**src/rtl/uart_tx_pkg.sv**
```systemverilog
`default_nettype none
// ============================================================================
// Module   : uart_tx_pkg
// Purpose  : Shared FSM state encoding and line-mux select constants.
// Revision : 1.0
// ============================================================================
package uart_tx_pkg;

    typedef enum logic [2:0] {
        ST_IDLE   = 3'd0,
        ST_START  = 3'd1,
        ST_DATA   = 3'd2,
        ST_PARITY = 3'd3,
        ST_STOP   = 3'd4
    } tx_state_e;

    localparam logic [1:0] START_SEL = 2'b00;
    localparam logic [1:0] STOP_SEL  = 2'b01;
    localparam logic [1:0] DATA_SEL  = 2'b10;
    localparam logic [1:0] PAR_SEL   = 2'b11;

    // IDLE shares the stop select so the downstream line rests high.
    function automatic logic [1:0] state_to_sel(input tx_state_e s);
        logic [1:0] sel;
        sel = STOP_SEL;
        case (s)
            ST_START:  sel = START_SEL;
            ST_DATA:   sel = DATA_SEL;
            ST_PARITY: sel = PAR_SEL;
            default:   sel = STOP_SEL;
        endcase
        return sel;
    endfunction

endpackage
`default_nettype wire

```
**src/rtl/parity_calc.sv**
```systemverilog
`default_nettype none
// ============================================================================
// Module   : parity_calc
// Purpose  : Registered even/odd parity of a data word, captured on load_i.
// Revision : 1.0
// ============================================================================
module parity_calc #(
    parameter int DATA_WIDTH = 8
) (
    input  logic                  clk,
    input  logic                  rst,
    input  logic                  load_i,
    input  logic [DATA_WIDTH-1:0] data_i,
    input  logic                  par_typ_i,
    output logic                  parity_o
);

    logic parity_q;

    always_ff @(posedge clk) begin
        if (rst) begin
            parity_q <= 1'b0;
        end else if (load_i) begin
            parity_q <= (^data_i) ^ par_typ_i;
        end
    end

    assign parity_o = parity_q;

endmodule
`default_nettype wire

```
**src/rtl/uart_tx_ctrl.sv**
```systemverilog
`default_nettype none
// ============================================================================
// Module   : uart_tx_ctrl
// Purpose  : UART transmit sequencer driving the line-select mux, data bit
//            and parity bit for one frame per accepted DATA_VALID.
// Revision : 1.0
// ============================================================================
module uart_tx_ctrl
    import uart_tx_pkg::*;
#(
    parameter int DATA_WIDTH = 8
) (
    input  logic                  CLK,
    input  logic                  RST,
    input  logic [DATA_WIDTH-1:0] P_DATA,
    input  logic                  DATA_VALID,
    input  logic                  PAR_EN,
    input  logic                  PAR_TYP,
    output logic [1:0]            mux_sel,
    output logic                  serial_data,
    output logic                  parity_bit,
    output logic                  busy
);

    localparam int             CNT_W    = (DATA_WIDTH > 1) ? $clog2(DATA_WIDTH) : 1;
    localparam logic [CNT_W-1:0] LAST_IDX = CNT_W'(DATA_WIDTH - 1);

    tx_state_e             state_q, state_d;
    logic [CNT_W-1:0]      cnt_q, cnt_d;
    logic [DATA_WIDTH-1:0] data_q;
    logic                  par_en_q;
    logic                  load_frame;

    always_comb begin
        state_d    = state_q;
        cnt_d      = cnt_q;
        load_frame = 1'b0;
        case (state_q)
            ST_IDLE: begin
                if (DATA_VALID) begin
                    load_frame = 1'b1;
                    state_d    = ST_START;
                end
            end
            ST_START: begin
                state_d = ST_DATA;
                cnt_d   = '0;
            end
            ST_DATA: begin
                if (cnt_q == LAST_IDX) begin
                    state_d = par_en_q ? ST_PARITY : ST_STOP;
                end else begin
                    cnt_d = cnt_q + 1'b1;
                end
            end
            ST_PARITY: state_d = ST_STOP;
            ST_STOP:   state_d = ST_IDLE;
            default:   state_d = ST_IDLE;
        endcase
    end

    always_ff @(posedge CLK) begin
        if (RST) begin
            state_q  <= ST_IDLE;
            cnt_q    <= '0;
            data_q   <= '0;
            par_en_q <= 1'b0;
        end else begin
            state_q <= state_d;
            cnt_q   <= cnt_d;
            if (load_frame) begin
                data_q   <= P_DATA;
                par_en_q <= PAR_EN;
            end
        end
    end

    parity_calc #(
        .DATA_WIDTH (DATA_WIDTH)
    ) u_parity_calc (
        .clk       (CLK),
        .rst       (RST),
        .load_i    (load_frame),
        .data_i    (P_DATA),
        .par_typ_i (PAR_TYP),
        .parity_o  (parity_bit)
    );

    // Held at 0 outside DATA so the bit never toggles between frames.
    assign serial_data = (state_q == ST_DATA) ? data_q[cnt_q] : 1'b0;
    assign mux_sel     = state_to_sel(state_q);
    assign busy        = (state_q != ST_IDLE);

endmodule
`default_nettype wire

```
**config.mk**
```make
export PLATFORM = sky130hd
export DESIGN_NAME = uart_tx_ctrl
export DESIGN_NICKNAME = d
export VERILOG_FILES = /design/src/rtl/uart_tx_pkg.sv /design/src/rtl/parity_calc.sv /design/src/rtl/uart_tx_ctrl.sv
export SDC_FILE = /design/constraint.sdc
export NUM_CORES = 1
export LEC_CHECK = 0
export CAP_MARGIN = 20
export CORE_ASPECT_RATIO = 0.8
export CORE_MARGIN = 5
export CORE_UTILIZATION = 52
export CTS_CLUSTER_SIZE = 30
export DETAILED_ROUTE_END_ITERATION = 10
export GPL_TIMING_DRIVEN = 0
export PLACE_DENSITY = 0.79
export SETUP_SLACK_MARGIN = 0.5
export SYNTH_ARGS = -nofsm -noshare
export SYNTH_HDL_FRONTEND = slang
export SYNTH_SLANG_ARGS = --single-unit
```
**constraint.sdc**
```tcl
create_clock -name CLK -period 4 [get_ports CLK]
set_clock_uncertainty 0.1 [all_clocks]
set_input_delay 0.8 -clock CLK [delete_from_list [all_inputs] [get_ports CLK]]
set_output_delay 0.8 -clock CLK [all_outputs]
set_load 0.01 [all_outputs]
```
# Yosys cells after proc, flatten, opt, wreduce, memory -nomap -nowiden
# Index checks and enable logic that the tools add are counted.
[word_totals]
output_inout_bits = 5
input_bits = 13
ff_bits = 16
wordCells = 33
[classes]
bitwise = 1
reduce_logical = 6
mux = 12
n_eq_ne = 7
add_sub_neg = 1
order_cmp = 1
[ops]
columns = ["op", "count"]
rows = [
  ["two-way mux 3 bit", 4],
  ["case mux 3 bit (4 select lines)", 1],
  ["XOR reduction 8 bit", 1],
  ["equality test 3 x 2 -> 1 bit (second input constant)", 2],
  ["!= test 2 bit (second input constant)", 3],
  ["case mux 2 bit (3 select lines)", 1],
  ["case mux 3 bit (2 select lines)", 1],
  ["< comparator 3 x 4 -> 1 bit (second input constant)", 1],
  ["two-way mux 1 bit", 4],
  ["AND reduction 2 bit", 2],
  ["adder 3 x 1 -> 3 bit (second input constant)", 1],
  ["binary-select mux 1 bit (select 3 bit)", 1],
  ["equality test 3 x 1 -> 1 bit (second input constant)", 1],
  ["equality test 3 bit (second input constant)", 1],
  ["logical NOT 3 bit", 1],
  ["nonzero test 3 bit", 1],
  ["nonzero test 2 bit", 1],
  ["XOR 1 bit", 1],
]

# Logic depth before layout (Yosys ltp)
[logic_depth]
word_depth = 3
mapped_depth = 6
depth_no_buf = 6

# Modules after synthesis
# From an unflattened synthesis, not the netlist that was laid out.
[unflattened]
hier_cells = 94
area_unflattened_um2 = 887.1
[modules_own_cells]
columns = ["module", "n_inst", "cells_per_inst", "area_per_inst_um2"]
rows = [
  ["uart_tx_ctrl", 1, 82, 768.2],
  ["parity_calc", 1, 12, 118.9],
]

# Least setup slack after synthesis
# Ideal clock, no wire load.
[synth_path]
kind = "register to output"
start = "reg cnt_q[0]"
end = "out serial_data"
path_stages_with_launch = 4
path_buffers = 0
t_required_ns = 3.100
arrival_time_ns = 1.172
path_slack_ns = 1.928
cell_sequence = "dfxtp_1 -> mux4_1 -> mux2i_1 -> nor4b_1"
[synth_via]
elab_chain_cells = 3
[synth_rtl]
columns = ["item", "line_no", "source"]
rows = [
  ["start, declared", "uart_tx_ctrl.sv:29", "logic [CNT_W-1:0] cnt_q, cnt_d;"],
  ["start signal, assigned", "uart_tx_ctrl.sv:70", "cnt_q <= cnt_d;"],
  ["binary-select mux 1 bit (select 3 bit)", "uart_tx_ctrl.sv:90", "assign serial_data = (state_q == ST_DATA) ? data_q[cnt_q] : 1'b0;"],
  ["two-way mux 1 bit (not written as such)", "uart_tx_ctrl.sv:90", ""],
  ["two-way mux 1 bit", "uart_tx_ctrl.sv:90", ""],
  ["end, declared", "uart_tx_ctrl.sv:20", "output logic serial_data,"],
]
# No other way between the ends. The select of a mux whose other input is x is not followed.

# Worst setup path in the final report
# Ends and elaborated chain as after synthesis.

==> results.sh <==
export IMPL_slew_headroom=0.626
export IMPL_maxCapViolations=0
export IMPL_postSynthCellCount=92
export IMPL_drt_iter0_markers=8
export IMPL_worst_slack_ns=1.05
export IMPL_ir_drop_mv=0.219
export IMPL_grt_pass1_vias=654
export IMPL_grt_pass1_wl_mm=2.88
export IMPL_fill_cells=153
export IMPL_rr_endpoint="cnt_q[0]$_SDFFE_PP0P_"
export IMPL_grt_usage=0.148
export IMPL_hold_start="data_q[4]$_SDFFE_PP0P_"
export IMPL_ys_ff_latch=16
export IMPL_clock_sinks=16
export IMPL_grt_max_degree=11
export IMPL_antenna_found_initial=0
export IMPL_postCtsHoldBufs=0
export IMPL_ctsResizeCount=0
export IMPL_fp_dieH_um=46.2
export IMPL_cts_path_max_buffers=2
export IMPL_drtAntennaViolNets=0
export IMPL_r2r_start="cnt_q[0]$_SDFFE_PP0P_"
export IMPL_area_delta_synth_final_pct=26.3
export IMPL_cp_max_fo=5
export IMPL_rsz0062_at_grt="no"
export IMPL_holdPathEnd="data_q[4]$_SDFFE_PP0P_"
export IMPL_p_int_mw=0.274
export IMPL_place_hpwl_mm=1.31
export IMPL_num_vias=717
export IMPL_status="completed"
export IMPL_postCtsSetupBuffers=0
export IMPL_cp_start_kind="flop"
export IMPL_fmax_ghz=0.339
export IMPL_clk_pin_slew_ns=0.10
export IMPL_combPwrFrac=0.235
export IMPL_yosysSeqAreaShare=0.376
export IMPL_setup_viol=0
export IMPL_n_antenna_cell=0
export IMPL_syn_nets=107
export IMPL_yosysTopAreaCell="dfxtp_1"
export IMPL_hold_viol=0
export IMPL_post_drt_via_cell_ratio=5.35
export IMPL_async_flop_share=0
export IMPL_gp_congestion=0.702
export IMPL_synth_cell_types=33
export IMPL_portBuffers=16
export IMPL_seqCellArea_um2=320
export IMPL_pin_count=18
export IMPL_netlist_top_cells_area="dfxtp_1, nand2_1, a21oi_1, mux4_1, xnor2_1"
export IMPL_synth_edf_count=0
export IMPL_yosys_area_top_type_share=0.376
export IMPL_fp_dieW_um=55.3
export IMPL_synth_common_cells="nand2_1, dfxtp_1, a21oi_1"
export IMPL_seq_power_share=0.474
export IMPL_overflow=0
export IMPL_holdPathStages=2
export IMPL_worstHoldPathType="reg2reg"
export IMPL_drt_total_wl_mm=1.67
export IMPL_cts_buffers=3
export IMPL_initial_core_util=0.535
export IMPL_final_setup_tns_ns=0
export IMPL_synth_warnings=0
export IMPL_cp_arrival_ns=2.05
export IMPL_htree_levels=1
export IMPL_die_area_um2=2550
export IMPL_p_sw_frac=0.264
export IMPL_synth_most_common_cell="nand2_1"
export IMPL_tightest_slew_ns=0.559
export IMPL_timing_final_crit_share=0.737
export IMPL_place_ws_ns=1.37
export IMPL_drc_errors=0
export IMPL_synth_area_um2=852
export IMPL_post_drt_wl_per_cell_um=12.5
export IMPL_switching_power_mw=0.0982
export IMPL_syn_area_per_cell_um2=9.26
export IMPL_ff2ff_path_depth=6
export IMPL_synthFlopType="dfxtp_1"
export IMPL_insertion_delay_ns=0.29
export IMPL_multi_input_area_um2=495
export IMPL_ctsRootBufferMaster="clkbuf_4"
export IMPL_drtPass1Iterations=4
export IMPL_coreArea_um2=1590
export IMPL_cts_tree="yes"
export IMPL_regToRegSetupSlack_ns=2.29
export IMPL_worst_setup_path_type="reg2out"
export IMPL_clockPowerShare=0.291
export IMPL_holdWs_ns=0.367
export IMPL_power_leakage_nw=0.420
export IMPL_fin_crit_ns=2.95
export IMPL_drive_gt1_frac=0.125
export IMPL_placementRows=13
export IMPL_cp_required_ns=3.10
export IMPL_final_max_slew_viol_count=0
export IMPL_worstSetupEndpointType="output pin"
export IMPL_power_density_nw_per_um2=346
export IMPL_fin_nets=128
[through the flow]
| stage | power, mW | util | instances | instance area, µm² |
|---|---|---|---|---|
| 6_report | 0.372 | 0.675 | 134 | 1080 |
| 5_1_grt | 0.393 | 0.675 | 134 | 1080 |
| 4_1_cts | 0.379 | 0.675 | 134 | 1080 |
| 3_5_place_dp | 0.269 | 0.652 | 130 | 1040 |
| 3_3_place_gp | 0.266 | 0.652 | 130 | 1040 |
| 2_1_floorplan | 0.234 | - | 92 | 852 |
[sequential cells by signal, summed over array words and instances (netlist names)]
| register | count |
|---|---|
| par_en_q | 1 |
| cnt_q | 3 |
| data_q | 8 |
| state_q | 3 |
| u_parity_calc.parity_o | 1 |
[cell usage in the layout, fill, tap and decap left out, drive strengths merged, types with 2 or more instances in the layout]
master	Yosys	layout
nand2	19	19
mux2i	2	2
xnor2	3	3
nand3b	2	2
dfxtp	16	16
nor2	4	4
clkbuf	1	5
ha	2	2
a22oi	3	3
xor2	3	3
clkdlybuf4s50	0	16
buf	5	5
mux4	2	2
nor4b	2	2
nor3	2	2
a22o	2	2
a21oi	10	10
nor2b	3	3
[power groups by stage]
stage / sequential [mW] / clock [mW] / combinational, mW
2_1_floorplan: 0.179 / 0 / 0.0550
3_3_place_gp: 0.180 / 0 / 0.0860
6_report: 0.177 / 0.108 / 0.0873
5_1_grt: 0.178 / 0.117 / 0.0973
4_1_cts: 0.177 / 0.113 / 0.0889
3_5_place_dp: 0.181 / 0 / 0.0885
[cell type report]
cell class	count	area share
Multi-Input combinational cell	69	0.460
Clock buffer	4	0.0337
Tap cell	22	0.0256
Sequential cell	16	0.298
Inverter	1	0.00349
Timing Repair Buffer	16	0.149
Buffer	6	0.0302
[critical path, cell delays in order (launching register included)]
cell             delay (ns)
dfxtp_1                0.47
mux4_1                 0.58
mux2i_1                0.16
nor4b_1                0.08
clkdlybuf4s50_1        0.48
[logic make-up (layout without fill, tap and decap cells)]
kind of cell	count (synthesis)	count (layout)	synth area share
muxes	5	5	0.0940
and+or+nand+nor	37	37	0.234
DFF	16	16	0.376
buffers and inverters	7	27	0.0426
adders and majority gates	2	2	0.0294
xor gates and xnor gates	7	7	0.0881
AOI/OAI and AO/OA	18	18	0.137
[worst max-delay path by stage]
| stage | startpoint | to | cells after the start |
|---|---|---|---|
| after floorplan | cnt_q[0]$_SDFFE_PP0P_ | serial_data | 3 |
| after global placement | cnt_q[0]$_SDFFE_PP0P_ | serial_data | 4 |
| after detailed placement | cnt_q[0]$_SDFFE_PP0P_ | serial_data | 4 |
| after CTS | cnt_q[0]$_SDFFE_PP0P_ | serial_data | 4 |
| after global routing | cnt_q[0]$_SDFFE_PP0P_ | serial_data | 4 |
| final | cnt_q[0]$_SDFFE_PP0P_ | serial_data | 4 |
[layer usage]
| metal | share of wire | up-vias | wire, µm | global-route usage |
|---|---|---|---|---|
| met3 | 0.061 | 2 | 102 | 0.0588 |
| met1 | 0.45 | 329 | 746 | 0.168 |
| met4 | 0.0054 | 0 | 9 | 0.0583 |
| met2 | 0.49 | 20 | 816 | 0.257 |
| li1 | - | 366 | - | - |
| met5 | 0 | - | 0 | 0 |
No activity file was read; power rests on OpenSTA's default activity.
